## config.mk

```make
export PLATFORM = sky130hd
export DESIGN_NAME = ahb_lite_mst_arbiter
export DESIGN_NICKNAME = d
export VERILOG_FILES = /design/src/rtl/ahb_lite_mst_arbiter.sv
export SDC_FILE = /design/constraint.sdc
export NUM_CORES = 1
export LEC_CHECK = 0
export ABC_AREA = 1
export CORE_MARGIN = 8
export CORE_UTILIZATION = 40
export DETAILED_ROUTE_END_ITERATION = 12
export GPL_TIMING_DRIVEN = 0
export PLACE_DENSITY = 0.93
export SLEW_MARGIN = 20
export SYNTH_ARGS = -nofsm -noshare
export SYNTH_HDL_FRONTEND = slang
export SYNTH_SLANG_ARGS = --single-unit
```

## constraint.sdc

```tcl
create_clock -name clk -period 3.66 [get_ports clk]
set_clock_uncertainty 0.1 [all_clocks]
set_input_delay 0.732 -clock clk [delete_from_list [all_inputs] [get_ports clk]]
set_output_delay 0.732 -clock clk [all_outputs]
set_load 0.02 [all_outputs]
```

## src/rtl/ahb_lite_mst_arbiter.sv

```systemverilog
// N-master to one-slave AHB-Lite arbiter and multiplexer.
// The grant for the current cycle is computed combinationally from the
// registered owner and the live requests, so a granted master that drives
// its own address adds no latency. A master that presents a transfer while
// it does not hold the grant has that address phase captured in its hold
// buffer. The buffer is replayed once the grant reaches that master.
module ahb_lite_mst_arbiter #(
  parameter int MASTERS    = 2,
  parameter int HADDR_SIZE = 32,
  parameter int HDATA_SIZE = 32,
  parameter int ARB_MODE   = 0
) (
  input  logic                         clk,
  input  logic                         rst,
  input  logic [MASTERS-1:0]           mst_priority,
  input  logic [MASTERS-1:0]           mst_hsel,
  input  logic [MASTERS*HADDR_SIZE-1:0] mst_haddr,
  input  logic [MASTERS*HDATA_SIZE-1:0] mst_hwdata,
  input  logic [MASTERS-1:0]           mst_hwrite,
  input  logic [MASTERS-1:0]           mst_hmastlock,
  input  logic [MASTERS*3-1:0]         mst_hsize,
  input  logic [MASTERS*3-1:0]         mst_hburst,
  input  logic [MASTERS*4-1:0]         mst_hprot,
  input  logic [MASTERS*2-1:0]         mst_htrans,
  output logic [MASTERS-1:0]           mst_hreadyout,
  output logic [MASTERS-1:0]           mst_hresp,
  output logic [MASTERS*HDATA_SIZE-1:0] mst_hrdata,
  output logic [HADDR_SIZE-1:0]        slv_haddr,
  output logic [HDATA_SIZE-1:0]        slv_hwdata,
  output logic                         slv_hwrite,
  output logic [2:0]                   slv_hsize,
  output logic [2:0]                   slv_hburst,
  output logic [3:0]                   slv_hprot,
  output logic [1:0]                   slv_htrans,
  output logic                         slv_hmastlock,
  input  logic                         slv_hready,
  input  logic                         slv_hresp,
  input  logic [HDATA_SIZE-1:0]        slv_hrdata
);

  localparam int OW = (MASTERS > 1) ? $clog2(MASTERS) : 1;
  localparam logic [1:0] HT_IDLE   = 2'b00;
  localparam logic [1:0] HT_NONSEQ = 2'b10;

  // One address phase as seen by the slave.
  typedef struct packed {
    logic [HADDR_SIZE-1:0] haddr;
    logic                  hwrite;
    logic [2:0]            hsize;
    logic [2:0]            hburst;
    logic [3:0]            hprot;
    logic [1:0]            htrans;
    logic                  hmastlock;
  } ap_t;

  logic [OW-1:0]         r_ap_owner;
  logic [OW-1:0]         r_dp_owner;
  logic                  r_dp_valid;
  logic                  r_hb_valid [MASTERS];
  ap_t                   r_hb_ap    [MASTERS];

  ap_t                   w_live_ap  [MASTERS];
  ap_t                   w_eff_ap   [MASTERS];
  logic [HDATA_SIZE-1:0] w_hwdata   [MASTERS];
  logic [MASTERS-1:0]    w_live_req;
  logic [MASTERS-1:0]    w_req;
  logic [MASTERS-1:0]    w_grant_hit;
  logic [MASTERS-1:0]    w_own_mask;
  logic [OW-1:0]         w_winner;
  logic [OW-1:0]         w_grant;
  logic                  w_switch;
  logic                  w_found;
  logic [1:0]            w_cur_htrans;
  logic                  w_cur_lock;
  ap_t                   w_gnt_ap;

  genvar gi;
  generate
    for (gi = 0; gi < MASTERS; gi++) begin : g_mst
      logic w_capture;
      logic w_clear;
      logic w_dp_hit;

      // An idle-selected master presents IDLE and no lock, so a parked
      // owner that is not selected never leaks a transfer to the slave.
      assign w_live_ap[gi] = '{
        haddr:     mst_haddr[gi*HADDR_SIZE +: HADDR_SIZE],
        hwrite:    mst_hwrite[gi],
        hsize:     mst_hsize[gi*3 +: 3],
        hburst:    mst_hburst[gi*3 +: 3],
        hprot:     mst_hprot[gi*4 +: 4],
        htrans:    mst_hsel[gi] ? mst_htrans[gi*2 +: 2] : HT_IDLE,
        hmastlock: mst_hsel[gi] & mst_hmastlock[gi]
      };
      assign w_hwdata[gi]    = mst_hwdata[gi*HDATA_SIZE +: HDATA_SIZE];
      assign w_live_req[gi]  = mst_hsel[gi] & mst_htrans[gi*2+1];
      assign w_eff_ap[gi]    = r_hb_valid[gi] ? r_hb_ap[gi] : w_live_ap[gi];
      assign w_req[gi]       = w_live_req[gi] | r_hb_valid[gi];
      assign w_grant_hit[gi] = (w_grant == OW'(gi));

      // Capture whenever the master believes its address phase completed
      // but the slave did not take it from the live bus this edge.
      assign w_capture = mst_hreadyout[gi] & w_live_req[gi] & ~(w_grant_hit[gi] & slv_hready);
      assign w_clear   = r_hb_valid[gi] & w_grant_hit[gi] & slv_hready;

      // Hold buffer: capture a displaced address phase, release it once accepted.
      always_ff @(posedge clk) begin
        if (rst) begin
          r_hb_valid[gi] <= 1'b0;
          r_hb_ap[gi]    <= '0;
        end else if (w_clear) begin
          r_hb_valid[gi] <= 1'b0;
        end else if (w_capture) begin
          r_hb_valid[gi] <= 1'b1;
          r_hb_ap[gi]    <= w_live_ap[gi];
        end
      end

      // A pending buffer stalls its master; otherwise only the master in
      // a live data phase sees the slave's ready and response.
      assign w_dp_hit           = r_dp_valid & (r_dp_owner == OW'(gi));
      assign mst_hreadyout[gi]  = r_hb_valid[gi] ? 1'b0 : (w_dp_hit ? slv_hready : 1'b1);
      assign mst_hresp[gi]      = w_dp_hit & slv_hresp;
      assign mst_hrdata[gi*HDATA_SIZE +: HDATA_SIZE] = slv_hrdata;
    end
  endgenerate

  // Switching is only safe between bursts and outside locked sequences.
  assign w_own_mask   = MASTERS'(1) << r_ap_owner;
  assign w_cur_htrans = w_eff_ap[r_ap_owner].htrans;
  assign w_cur_lock   = w_eff_ap[r_ap_owner].hmastlock;
  assign w_switch     = slv_hready
                      & ((w_cur_htrans == HT_IDLE) | (w_cur_htrans == HT_NONSEQ))
                      & ~w_cur_lock
                      & (|(w_req & ~w_own_mask));

  // Winner selection: priority-then-index, or rotating after the last owner.
  always_comb begin
    int w_idx;
    w_winner = r_ap_owner;
    w_found  = 1'b0;
    w_idx    = 0;
    if (ARB_MODE == 0) begin
      for (int k = 0; k < MASTERS; k++) begin
        if (!w_found && w_req[k] && mst_priority[k]) begin
          w_winner = OW'(k);
          w_found  = 1'b1;
        end
      end
      for (int k = 0; k < MASTERS; k++) begin
        if (!w_found && w_req[k]) begin
          w_winner = OW'(k);
          w_found  = 1'b1;
        end
      end
    end else begin
      for (int k = 1; k <= MASTERS; k++) begin
        w_idx = (int'(r_ap_owner) + k) % MASTERS;
        if (!w_found && w_req[w_idx]) begin
          w_winner = OW'(w_idx);
          w_found  = 1'b1;
        end
      end
    end
  end

  assign w_grant  = w_switch ? w_winner : r_ap_owner;
  assign w_gnt_ap = w_eff_ap[w_grant];

  assign slv_haddr     = w_gnt_ap.haddr;
  assign slv_hwrite    = w_gnt_ap.hwrite;
  assign slv_hsize     = w_gnt_ap.hsize;
  assign slv_hburst    = w_gnt_ap.hburst;
  assign slv_hprot     = w_gnt_ap.hprot;
  assign slv_htrans    = w_gnt_ap.htrans;
  assign slv_hmastlock = w_gnt_ap.hmastlock;
  assign slv_hwdata    = w_hwdata[r_dp_owner];

  // Address and data-phase ownership advance only when the slave is ready.
  always_ff @(posedge clk) begin
    if (rst) begin
      r_ap_owner <= '0;
      r_dp_owner <= '0;
      r_dp_valid <= 1'b0;
    end else if (slv_hready) begin
      r_ap_owner <= w_grant;
      r_dp_owner <= w_grant;
      r_dp_valid <= w_gnt_ap.htrans[1];
    end
  end

endmodule

```

==> results of run 1 <==
==> flip-flops by register name (all words and copies together), names as in the netlist <==
signal      count
r_hb_ap        92
r_dp_valid      1
r_dp_owner      1
r_hb_valid      2
==> metal layers <==
layer  track usage  vias to the layer above  part of all wire
li1              -                     3145                 -
met1         0.250                     2941              0.37
met2         0.418                      295              0.52
met3        0.0560                       35             0.083
met4        0.0695                        2             0.021
met5             0                        -           0.00046
==> power by group through the flow <==
| stage | clock (W) | sequential [W] | combinational (W) |
|---|---|---|---|
| floorplan | 0 | 0.00132 | 0.000610 |
| global placement | 0 | 0.00132 | 0.00122 |
| detailed placement | 0 | 0.00133 | 0.00124 |
| CTS | 0.00100 | 0.00130 | 0.00119 |
| global route | 0.00104 | 0.00131 | 0.00127 |
| finish | 0.000995 | 0.00130 | 0.00119 |
==> Yosys cell counts <==
library cell  count  area share
nand2_1         209        0.12
inv_1            96       0.057
edfxtp_1         94        0.44
nor2_1           81       0.048
o21ai_0          78       0.061
buf_4            67       0.079
a21oi_1          45       0.035
nor2_2           38       0.037
clkbuf_1         26       0.015
nor2_4           18       0.032
o21ai_1          14       0.011
nand3_1          12      0.0094
buf_2             8      0.0063
buf_6             8       0.014
inv_2             7      0.0041
nand2_2           3      0.0030
dfxtp_1           2      0.0063
nand3_2           2      0.0031
a31oi_1           1     0.00098
buf_1             1     0.00059
buf_8             1      0.0024
inv_4             1     0.00098
nand2_4           1      0.0018
nor3_1            1     0.00079
o21a_1            1      0.0012
o21ai_2           1      0.0014
==> layout make-up <==
| type | count | area, sq um | share of cell area |
|---|---|---|---|
| clock buffers | 9 | 225 | 0.0224 |
| multi-input cells | 505 | 2370 | 0.236 |
| well taps | 216 | 270 | 0.0269 |
| plain buffers | 111 | 763 | 0.0761 |
| clock inverters | 7 | 86.3 | 0.00860 |
| flip-flops and latches | 96 | 2860 | 0.285 |
| repair buffers | 310 | 3070 | 0.306 |
| inverters | 104 | 393 | 0.0392 |
==> how the worst max path moves through the flow <==
stage	from	to	slack (ns)	depth (start not counted)
3_3_place_gp	mst_hsel[0]	r_hb_ap[1][19]	-0.39	11
3_5_place_dp	mst_hsel[0]	slv_haddr[30]	-0.34	13
6_report	mst_hsel[1]	slv_haddr[21]	0.12	10
4_1_cts	mst_hsel[0]	slv_haddr[30]	0.007	13
5_1_grt	mst_hsel[0]	slv_haddr[12]	0.004	11
2_1_floorplan	slv_hready	r_hb_ap[1][0]	0.48	7
==> cells by family after synthesis <==
kind of cell | after synthesis | synth area share
buf+inv | 215 | 0.180
compound gates | 140 | 0.111
flops | 96 | 0.450
simple gates | 365 | 0.259
==> stage by stage <==
step / setup TNS [ns] / hold WS, ns / utilization / total power, W / worst slack (ns)
final: 0 / 0.495 / 0.639 / 0.00349 / 0.122
after detailed placement: -9.81 / 0.480 / 0.621 / 0.00257 / -0.339
after floorplan: 0 / 0.432 / - / 0.00193 / 0.481
after global placement: -40.52 / 0.471 / 0.618 / 0.00254 / -0.387
after CTS: 0 / 0.493 / 0.639 / 0.00349 / 0.00703
after global routing: 0 / 0.524 / 0.639 / 0.00362 / 0.00367
==> tightest hold or removal path, cell delays in order (launching register included) <==
cell	delay [ns]
dfxtp_1	0.33
inv_1	0.08
a21oi_1	0.06
nand2_1	0.06
inv_1	0.03
==> summary.md, run 1 <==
| Metric | Value |
|---|---|
| Outcome | `finished clean` |
| Highest Clock Rate | `283 MHz` |
| Slew headroom | `0.481` |
| Least-Margin Pin Slew | `0.775 ns` |
| Antenna-violating nets left | `0` |
| Final non-filler cell total | `1358` |
| CP peak stage delay | `0.44 ns` |
| Net Count, Synth | `1012` |
| CTS tree | `built` |
| Post-detail-place hpwl | `19.5 mm` |
| YS warnings | `0` |
| Worst-case reg-to-reg path depth | `11` |
| Diode count | `0` |
| RSZ-0062 raised after global routing | `false` |
| Reg2reg end | `r_hb_ap[1][22]` |
| # fillers | `1343` |
| HP Class | `flop to flop` |
| Static leakage | `4.40 nW` |
| Wirelength, routed | `24.0 mm` |
| I/O pins | `342` |
| DP Area | `9760 sq um` |
| Max-slew violations | `0` |
| Nets | `1333` |
| CP Launch Type | `primary input` |
| Final Hold Viols | `0` |
| Die H | `142 um` |
| Comb power frac | `0.341` |
| Commonest non-fill, non-tap cell in the layout | `clkdlybuf4s50_1` |
| Hold endpoint | `r_dp_valid` |
| Reg2Reg Setup Slack | `1.04 ns` |
| Mapped cell area | `6360 sq um` |
| Worst-Skew Late Latency | `0.35 ns` |
| Crit share post-route | `0.967` |
| Clk buf depth | `2` |
| Final setup fails | `0` |
| Max-cap check violation count | `0` |
| Share of layout cells above drive strength 1 | `0.169` |
| Post-CTS Setup Bufs | `0` |
| Mean post-synth cell area | `7.79 sq um` |
| Reg-to-reg startpoint | `r_hb_valid[1]` |
| Cells on Worst Hold Path | `4` |
| Clock Tree Root | `clkbuf_16` |
| Cells resized by post-CTS repair | `63` |
| H-tree level count | `3` |
| Die area | `20200 sq um` |
| Core Area | `15700 sq um` |
| Per-cell routed wire length | `17.6 um` |
| Crit-path cells | `clkdlybuf4s50_1 -> nand2_1 -> nand2_1 -> o21ai_1 -> nand3_1 -> nand2_2 -> nand2_8 -> buf_2 -> o21ai_0 -> clkdlybuf4s15_1` |
| Commonest cells after routing, fill and taps aside | `clkdlybuf4s50_1, nand2_1, inv_1, edfxtp_1, nor2_1` |
| CP arrival | `2.71 ns` |
| Clk pwr share | `0.286` |
| Port Buffer Count | `308` |
| First-pass GRT wire length | `35.2 mm` |
| Largest net degree at the start of global routing | `29` |
| Number of global-route vias before repair | `6289` |
| Worst vdd ir | `0.227 mV` |
| Crit-path max FO | `10` |
| Total CTS buffers | `9` |
| Post-synthesis sequential area ratio | `0.450` |
| DR vias/cell | `4.73` |
| Req. time, crit path | `2.83 ns` |
| CTS Sinks | `96` |
| Delay-heaviest family, CP | `buffers and inverters` |
| Hold Crit Start | `r_dp_valid` |
| Area growth syn-to-layout | `57.8%` |
| Drt first pass iters | `5` |
| Row Count | `46` |
| Worst-path clk slew | `0.07 ns` |
| Routability cong. | `0.975` |
| All-Layer GR Usage | `0.227` |
| Net Sw Frac | `0.323` |
| Syn Inst Count | `816` |
| CP max stage cell | `clkdlybuf4s50_1` |
| Hold Buf Count CTS | `0` |
| Sw power | `0.00112 W` |
| Initial Util | `0.405` |
| Vias post-DR | `6418` |
| Initial antenna violation count | `1` |
| Worst Setup End Kind | `output port` |
| Count of cell types in the netlist | `26` |
| DRC errors left | `0` |
| Register bit total from synthesis | `96` |
| CP most frequent cell | `nand2_1` |
| Power share of the sequential group | `0.373` |
| PD cells | `347 nW/um^2` |
| Die Wd | `142 um` |
| Cells after DPL | `1342` |
| Crit path buf inv count | `3` |
| Initial drt markers | `278` |
| Total grt overflow | `0` |
| Fin area | `10000 sq um` |
| WS Path Type | `primary input to output port` |
| Int Power | `0.00236 W` |
| Tmin final | `3.54 ns` |
No activity file was read; power rests on OpenSTA's default activity.
==> inputs of run 2 (changes only) <==
--- a/config.mk
+++ b/config.mk
@@ -9,7 +9,7 @@
 export CORE_MARGIN = 8
 export CORE_UTILIZATION = 40
 export DETAILED_ROUTE_END_ITERATION = 12
-export GPL_TIMING_DRIVEN = 0
+export GPL_TIMING_DRIVEN = 1
 export PLACE_DENSITY = 0.93
 export SLEW_MARGIN = 20
 export SYNTH_ARGS = -nofsm -noshare
==> summary.md, run 2 (synthesis results as in run 1) <==
| Metric | Value |
|---|---|
| Post-detail-place hpwl | `16.6 mm (-15%)` |
| All-Layer GR Usage | `0.205 (-0.0213)` |
| Slew headroom | `0.455 (-0.0260)` |
| Max-slew violations | `0 (unchanged)` |
| CP Launch Type | `primary input` |
| Initial drt markers | `354 (+27%)` |
| Commonest cells after routing, fill and taps aside | `nand2_1, clkdlybuf4s50_1, inv_1, edfxtp_1, nor2_1` |
| Worst vdd ir | `0.242 mV (+6.7%)` |
| Diode count | `0 (unchanged)` |
| Final core area utilization | `0.558 (-0.0802)` |
| Highest Clock Rate | `285 MHz (+0.76%)` |
| Initial Util | `0.405 (unchanged)` |
| Worst-Skew Late Latency | `0.34 ns (about the same)` |
| Post-CTS Setup Bufs | `0 (unchanged)` |
| Crit-path cells | `clkdlybuf4s50_1 -> nand2_1 -> a21oi_1 -> nand3_1 -> nand2_2 -> nand2_4 -> buf_12 -> o21ai_0 -> dlygate4sd2_1` |
| Largest net degree at the start of global routing | `89 (+210%)` |
| Total grt overflow | `0 (unchanged)` |
| Final Hold Viols | `0 (unchanged)` |
| Cells on Worst Hold Path | `4 (unchanged)` |
| Row Count | `46 (unchanged)` |
| RSZ-0062 raised after global routing | `false` |
| Wirelength, routed | `21.3 mm (-11%)` |
| Area growth syn-to-layout | `38.0%` |
| Worst-path clk slew | `0.07 ns (about the same)` |
| Total CTS buffers | `9 (unchanged)` |
| Drt first pass iters | `6 (+1)` |
| DRC errors left | `0 (unchanged)` |
| Tmin final | `3.51 ns (-0.0266 ns)` |
| Per-cell routed wire length | `17.6 um (-0.20%)` |
| I/O pins | `342 (unchanged)` |
| DP Area | `8600 sq um (-12%)` |
| Hold Buf Count CTS | `0 (unchanged)` |
| Reg-to-reg startpoint | `r_dp_owner` |
| CTS Sinks | `96 (unchanged)` |
| Max-cap check violation count | `0 (unchanged)` |
| Fin area | `8770 sq um (-13%)` |
| Number of global-route vias before repair | `5900 (-6.2%)` |
| Crit path buf inv count | `3 (unchanged)` |
| CP peak stage delay | `0.52 ns (+0.08 ns)` |
| H-tree level count | `3 (unchanged)` |
| Worst Setup End Kind | `output port` |
| PD cells | `361 nW/um^2 (+3.8%)` |
| Vias post-DR | `5721 (-11%)` |
| Crit-path max FO | `37 (+27)` |
| Worst Hold Slack | `0.502 ns (+0.00688 ns)` |
| Core Area | `15700 sq um (unchanged)` |
| Static leakage | `3.80 nW (-14%)` |
| Initial antenna violation count | `0 (-1)` |
| Nets | `1185 (-11%)` |
| Top Registers | `r_hb_ap: 92 flops, r_hb_valid: 2 flops` |
| Commonest non-fill, non-tap cell in the layout | `nand2_1` |
| Die H | `142 um (unchanged)` |
| Req. time, crit path | `2.83 ns (about the same)` |
| Hold endpoint | `r_dp_valid` |
| Port Buffer Count | `245 (-20%)` |
| Share of layout cells above drive strength 1 | `0.130 (-0.0392)` |
| Routability cong. | `0.896 (-8.2%)` |
| Worst-case reg-to-reg path depth | `8 (-3)` |
| Die Wd | `142 um (unchanged)` |
| Final setup fails | `0 (unchanged)` |
| Setup TNS Final | `0 ns (unchanged)` |
| CP arrival | `2.68 ns (-0.03 ns)` |
| Top reg by flops | `r_hb_ap` |
| DR vias/cell | `4.73 (about the same)` |
| WS Path Type | `primary input to output port` |
| Die area | `20200 sq um (unchanged)` |
| Clk buf depth | `2 (unchanged)` |
| CTS tree | `built` |
| Reg2Reg Setup Slack | `1.07 ns (+0.03 ns)` |
| Crit share post-route | `0.959 (-0.00727)` |
| First-pass GRT wire length | `31.9 mm (-9.4%)` |
| Hold Crit Start | `r_dp_valid` |
| Antenna-violating nets left | `0 (unchanged)` |
| Least-Margin Pin Slew | `0.817 ns (+0.0417 ns)` |
| Outcome | `finished clean` |
| Delay-heaviest family, CP | `buffers and inverters` |
| Reg2reg end | `r_hb_ap[0][4]` |
| Clock Tree Root | `clkbuf_16` |
| Max reg flops | `92 (unchanged)` |
| HP Class | `flop to flop` |
| CP max stage cell | `clkdlybuf4s50_1` |
run 2: changes by cell type in the layout (fill, tap and decap cells not counted), sizes merged, moves of 2 or more:
cell / change
inv: -2
clkdlybuf4s50: -63
clkbuf: -17
clkdlybuf4s15: -4
buf: -59
dlygate4sd1: -3
run 2: what timing repair did:
| item | 4_1_cts | 5_1_grt |
|---|---|---|
| endpoints found under the setup margin | 46 | 28 |
| gates resized for setup | 47 | 57 |
| endpoints found under the hold margin | 0 | 0 |
run 2: area by class of cell:
class / instances / area (sq um)
Timing Repair Buffer: 273 / 2620
Sequential cell: 96 / 2860
Fill cell: 1425 / 6940
Clock inverter: 4 / 28.8
Inverter: 104 / 393
Multi-Input combinational cell: 505 / 2360
Tap cell: 216 / 270
Clock buffer: 12 / 236
run 2: per-stage QoR:
stage,std cells,setup WS [ns],total power (W)
4_1_cts,1210,0.0980,0.00321
3_3_place_gp,1194,-0.173,0.00237
6_report,1210,0.149,0.00316
5_1_grt,1210,0.00410,0.00332
3_5_place_dp,1194,-0.183,0.00239
2_1_floorplan,816,0.481,0.00193
run 2: how the worst max path moves through the flow:
stage           startpoint       endpoint  slack, ns  cells past startpoint
6_report       mst_hsel[0]   slv_haddr[6]       0.15                      9
3_3_place_gp   mst_hsel[0]   slv_haddr[6]      -0.17                      9
3_5_place_dp   mst_hsel[0]  slv_haddr[30]      -0.18                     12
4_1_cts        mst_hsel[0]  slv_haddr[13]        0.1                      9
5_1_grt        mst_hsel[0]  slv_haddr[31]      0.004                     12
2_1_floorplan   slv_hready  r_hb_ap[1][0]       0.48                      7
run 2: worst register-to-register path, delay by kind of cell, from the launching register on:
| family | cells | cell delay (ns) |
|---|---|---|
| flops | 1 | 0.31 |
| compound gates | 1 | 0.30 |
| simple gates | 4 | 0.71 |
| buf+inv | 3 | 0.93 |
run 2: report_power, final:
group / internal (W) / switching [W] / leakage (nW)
clock network: 0.000464 / 0.000406 / 0.123
logic: 0.000425 / 0.000565 / 2.67
registers: 0.00128 / 0.0000219 / 1.00
total: 0.00217 / 0.000992 / 3.80
run 2: per-layer routing:
metal,global-route usage,share of wire,routed length (um),vias up
li1,-,-,-,2863
met3,0.0725,0.095,2030,47
met2,0.363,0.50,10600,278
met1,0.212,0.36,7770,2533
met5,0.00262,0,0,-
met4,0.0989,0.041,865,0
==> inputs of run 3 (changes only) <==
--- a/config.mk
+++ b/config.mk
@@ -6,11 +6,11 @@
 export NUM_CORES = 1
 export LEC_CHECK = 0
 export ABC_AREA = 1
-export CORE_MARGIN = 8
-export CORE_UTILIZATION = 40
+export CORE_AREA = 2 2 133 135
 export DETAILED_ROUTE_END_ITERATION = 12
+export DIE_AREA = 0 0 135 137
 export GPL_TIMING_DRIVEN = 1
-export PLACE_DENSITY = 0.93
+export PLACE_DENSITY = 0.88
 export SLEW_MARGIN = 20
 export SYNTH_ARGS = -nofsm -noshare
 export SYNTH_HDL_FRONTEND = slang
==> summary.md, run 3 (synthesis results as in run 1) <==
| Metric | Value |
|---|---|
| Clk pwr share | `0.319 (+0.044)` |
| Worst Setup End Kind | `output port` |
| Area growth syn-to-layout | `39.9%` |
| Clk buf depth | `2 (unchanged)` |
| Total CTS buffers | `9 (unchanged)` |
| Post-layout worst setup margin | `0.159 ns (+0.0101 ns)` |
| Diode count | `0 (unchanged)` |
| Crit share post-route | `0.957 (-0.00275)` |
| DP Area | `8610 sq um (+0.10%)` |
| Least-Margin Pin Slew | `0.830 ns (+0.0126 ns)` |
| CP Launch Type | `primary input` |
| Hold Buf Count CTS | `0 (unchanged)` |
| Top Registers | `r_hb_ap: 92 flops, r_hb_valid: 2 flops` |
| Int Power | `0.00238 W (+9.5%)` |
| Final core area utilization | `0.521 (-0.0370)` |
| Die Wd | `135 um (-5.0%)` |
| Net Sw Frac | `0.296 (-0.0180)` |
| Top reg by flops | `r_hb_ap` |
| Number of global-route vias before repair | `5564 (-5.7%)` |
| CP arrival | `2.67 ns (about the same)` |
| Worst-path clk slew | `0.06 ns (about the same)` |
| Final setup fails | `0 (unchanged)` |
| Total power | `0.00338 W (+6.7%)` |
| Outcome | `finished clean` |
| PD cells | `380 nW/um^2 (+5.3%)` |
| Fin area | `8890 sq um (+1.4%)` |
| I/O pins | `342 (unchanged)` |
| Post-CTS Setup Bufs | `0 (unchanged)` |
| Reg2Reg Setup Slack | `1.24 ns (+0.17 ns)` |
| Static leakage | `3.87 nW (+1.8%)` |
| H-tree level count | `3 (unchanged)` |
| Crit-path max FO | `33 (-11%)` |
| Initial antenna violation count | `0 (unchanged)` |
| Max reg flops | `92 (unchanged)` |
| Share of layout cells above drive strength 1 | `0.114 (-0.0159)` |
| Final Hold Viols | `0 (unchanged)` |
| Commonest cells after routing, fill and taps aside | `nand2_1, clkdlybuf4s50_1, inv_1, edfxtp_1, nor2_1` |
| Slew headroom | `0.447 (-0.00841)` |
| Largest net degree at the start of global routing | `89 (unchanged)` |
| Sw power | `0.000998 W (+0.62%)` |
| Wirelength, routed | `21.2 mm (-0.45%)` |
| All-Layer GR Usage | `0.223 (+0.0175)` |
| CTS tree | `built` |
| Tmin final | `3.50 ns (-0.0101 ns)` |
| First-pass GRT wire length | `30.6 mm (-3.9%)` |
| Antenna-violating nets left | `0 (unchanged)` |
| Post-detail-place hpwl | `16.3 mm (-1.4%)` |
| Clock Tree Root | `clkbuf_16` |
| Port Buffer Count | `245 (unchanged)` |
| Initial Util | `0.373 (-0.0319)` |
| DRC errors left | `0 (unchanged)` |
| Die H | `137 um (-3.6%)` |
| RSZ-0062 raised after global routing | `false` |
| Worst-case reg-to-reg path depth | `7 (-1)` |
| Power share of the sequential group | `0.386 (-0.026)` |
| Max-cap check violation count | `0 (unchanged)` |
| Initial drt markers | `320 (-9.6%)` |
| Worst-Skew Late Latency | `0.34 ns (about the same)` |
| HP Class | `flop to flop` |
| Reg-to-reg startpoint | `r_dp_owner` |
| Commonest non-fill, non-tap cell in the layout | `nand2_1` |
| Core Area | `17100 sq um (+8.6%)` |
| Comb power frac | `0.295 (-0.018)` |
| Hold Crit Start | `r_dp_valid` |
| # fillers | `1605 (+13%)` |
| DR vias/cell | `4.73 (about the same)` |
| Req. time, crit path | `2.83 ns (about the same)` |
| Vias post-DR | `5751 (+0.52%)` |
| Setup TNS Final | `0 ns (unchanged)` |
| Row Count | `48 (+4.3%)` |
| DP Worst Slack | `-0.182 ns (+0.00140 ns)` |
| Per-cell routed wire length | `17.4 um (-1.0%)` |
| Worst vdd ir | `0.275 mV (+14%)` |
| Die area | `18500 sq um (-8.4%)` |
| Hold endpoint | `r_dp_valid` |
| Cells on Worst Hold Path | `4 (unchanged)` |
| CTS Sinks | `96 (unchanged)` |
| Drt first pass iters | `5 (-1)` |
| Total grt overflow | `0 (unchanged)` |
| Highest Clock Rate | `286 MHz (+0.29%)` |
| Reg2reg end | `r_hb_ap[0][13]` |
| WS Path Type | `primary input to output port` |
| Max-slew violations | `0 (unchanged)` |
| Routability cong. | `0.871 (-2.8%)` |
| Nets | `1183 (-0.17%)` |
[run 3: timing repair]
action | CTS | global route
setup endpoints to repair | 46 | 1
gates cloned | 0 | 0
gates resized for setup | 46 | 1
pin swaps | 0 | 0
[run 3: per-layer routing]
metal | track usage | vias up | wire length (um)
li1 | - | 2846 | -
met3 | 0.0874 | 41 | 2120
met5 | 0.0361 | - | 87
met4 | 0.0903 | 2 | 716
met2 | 0.389 | 262 | 10500
met1 | 0.239 | 2600 | 7780
[run 3: worst max-delay path by stage]
stage,start,endpoint,slack (ns),cells after the start
finish,mst_hsel[1],slv_hburst[0],0.16,10
detailed placement,mst_hsel[1],slv_hprot[3],-0.18,10
global placement,mst_hsel[1],slv_hprot[3],-0.19,10
floorplan,slv_hready,r_hb_ap[1][0],0.48,7
global route,mst_hsel[1],slv_hprot[3],0.007,10
CTS,mst_hsel[1],slv_hprot[3],0.09,10
[run 3: cell type report]
class                      count  area (sq um)  area share
tap                          225           282      0.0317
inverter                     104           393      0.0442
multi-input combinational    505          2360       0.266
clock buffer                  10           229      0.0257
clock inverter                 6           108      0.0121
timing repair buffer         271          2650       0.298
sequential                    96          2860       0.322
[run 3: worst max-delay path, stage by stage]
cell             delay (ns)
clkdlybuf4s50_1        0.45
nand2_1                0.15
nand2_1                0.06
o21ai_1                0.15
nand3_1                0.12
nand2_2                0.11
nand2_4                0.09
buf_12                 0.17
o21ai_0                0.21
dlygate4sd2_1          0.39
[run 3: power groups by stage]
stage	sequential [W]	clock [W]	combinational (W)
global route	0.00131	0.00113	0.00107
detailed placement	0.00133	0	0.00106
CTS	0.00130	0.00110	0.00100
finish	0.00130	0.00108	0.000994
global placement	0.00132	0	0.00105
floorplan	0.00132	0	0.000610
[run 3: metrics by stage]
step / cells / hold slack (ns)
floorplan: 816 / 0.432
global placement: 1201 / 0.461
detailed placement: 1201 / 0.469
CTS: 1217 / 0.482
global route: 1217 / 0.553
finish: 1217 / 0.486
==> RTL edit: new RTL, settings of run 3 <==
`MASTERS`: 2 -> 1.
--- a/src/rtl/ahb_lite_mst_arbiter.sv
+++ b/src/rtl/ahb_lite_mst_arbiter.sv
@@ -5,7 +5,7 @@
 // it does not hold the grant has that address phase captured in its hold
 // buffer. The buffer is replayed once the grant reaches that master.
 module ahb_lite_mst_arbiter #(
-  parameter int MASTERS    = 2,
+  parameter int MASTERS    = 1,
   parameter int HADDR_SIZE = 32,
   parameter int HDATA_SIZE = 32,
   parameter int ARB_MODE   = 0
Interface: changed (13 resized); port bits go from 342 to 228. The function was not compared with the original's and may differ.
==> RTL edit against run 3 <==
- area after synthesis fell by 54%
- critical path type unchanged
- utilization shrank 30 points
- combinational power is 68% lower
- setup slack gained 0.52 ns
- count of clock-buffer cells in the layout fell by 2
- hold slack worse by 0.083 ns
- largest power group unchanged
- sequential cell count fell by 47
- wire length fell by 68%
- cell count shrank 51%
- sequential share of layout area is 5.5 points higher
- cell area shrank 57%
- first-iteration DRC count decreased by 73%
- power is 57% lower
==> RTL edit: results (changes against run 3) <==
Worst hold path:
- The cell depth of the worst hold path is 2 (-2).

Final layout:
- The count of plain and timing-repair buffers came to 102 (-62%).
- The fraction of final layout cells sized beyond drive strength 1 is 0.09383 (-0.02008).
- The final net count is 488 (-59%).
- The relative area of non-clock buffer cells in the final design is 0.2694 (-0.02908).
- The number of flip-flops in the largest register is 46 (-50%).
- The number of sequential cells is 49 (-49%).
- The portion of the layout cell area used by clock cells is 0.03806 (+0.0002110).
- The final core utilization is 0.2255 (-0.2958).
- The clock buffer count in the final layout is 8 (-2).
- The multi-input combinational cell count is 158 (-69%).
- The inverter count of the layout excluding clock inverters is 56 (-46%).
- The flip-flop and latch share of the layout cell area is 0.3774 (+0.05542).

STA:
- The final hold slack is 0.4029 ns (-0.08304 ns).
- The measured slew at the worst slew-check pin was 0.5812 ns (-0.2485 ns).
- The clock period minus final worst setup slack came to 2.984 ns (-0.5175 ns).

Drt:
- The final routed wire length divided by cell count is 11.45 um (-34%).
- The uppermost layer routed is met4.
- The met3 layer wire length in the routed design came to 550 um (-74%).
- The via count is 2130 (-63%).
- The met1 layer wirelength in the final routing is 2.618 mm (-66%).
- The count of TritonRoute iterations in the first routing pass was 4 (-1).
- The via count normalized by instance count is 3.562 (-25%).

Logic synthesis:
- The total standard cell area after synthesis is 2952 um2 (-54%).
- The net count after synthesis was 458 (-55%).
- The sequential cell area fraction in the yosys report is 0.4917 (+0.04143).
- The commonest cells after synthesis are 65 x sky130_fd_sc_hd__buf_4, 56 x sky130_fd_sc_hd__nand2_1, 55 x sky130_fd_sc_hd__inv_1, 47 x sky130_fd_sc_hd__edfxtp_1, 46 x sky130_fd_sc_hd__o21ai_0.
- The count of flip-flops with a built-in enable after synthesis came to 47 (-50%).

Global route:
- The global routing met2 resource utilization is 0.1201 (-0.2693).
- The total global-route track usage is 0.07258 (-0.1501).
- The first-pass GRT wire length is 10.04 mm (-67%).
- The pin count of the biggest net entering global routing is 91 (+2.2%).
- The met3 routing resource usage after global routing was 0.02889 (-0.05852).
- The number of global-route vias before repair is 2013 (-64%).

Power:
- The maximum VDD drop came to 0.0001462 V (-47%).
- The overall power consumption was 1.452 mW (-57%).
- The leakage power summed over all cells is 1.538 nW (-60%).
- The part of the total power dissipated in combinational logic came to 0.217 (-0.078).

Outcome:
- The flow ran to the end, and the final reports show no timing, DRC or antenna violations.

Place:
- The placed instance area is 3700 um2 (-57%).
- The final weighted congestion in routability-driven placement came to 0.7208 (-17%).
- The count of buffers inserted at the top-level ports is 98 (-60%).
- The placed cell count was 590 (-51%).
- The estimated wirelength of the detail-placed design came to 4.936 mm (-70%).

Critical path:
- The termination of the worst setup path is slv_htrans[1].
- The stage delay of the slowest cell on the critical path is 0.59 ns (+0.14 ns).
- The startpoint identified for the worst register-to-register timing path is r_hb_valid[0]$_DFFE_PP_.
- The highest net fanout along the worst path is 3 (-91%).

Clock tree:
- The quantity of gates resized following cts is 0 (-100%).
- The number of buffers created by CTS is 5 (-4).
- The total number of H-tree levels was 2 (-1).
## RTL edit: cell count changes after synthesis, moves of 6 or more
cell and change:
sky130_fd_sc_hd__inv_1 -41, sky130_fd_sc_hd__o21ai_0 -32, sky130_fd_sc_hd__nor2_4 -18, sky130_fd_sc_hd__nand3_1 -9, sky130_fd_sc_hd__o21ai_1 -14, sky130_fd_sc_hd__nor2_1 -53, sky130_fd_sc_hd__a21oi_1 -43, sky130_fd_sc_hd__nand2_1 -153
sky130_fd_sc_hd__clkbuf_1 -17, sky130_fd_sc_hd__buf_2 -7, sky130_fd_sc_hd__edfxtp_1 -47, sky130_fd_sc_hd__nor2_2 -18, sky130_fd_sc_hd__inv_2 -6
## RTL edit: kinds of logic after synthesis
kind of cell	count (synthesis)	synth area share
buffers and inverters	135	0.2649
DFF	49	0.4917
AOI/OAI and AO/OA	48	0.08139
and+or+nand+nor	110	0.1619
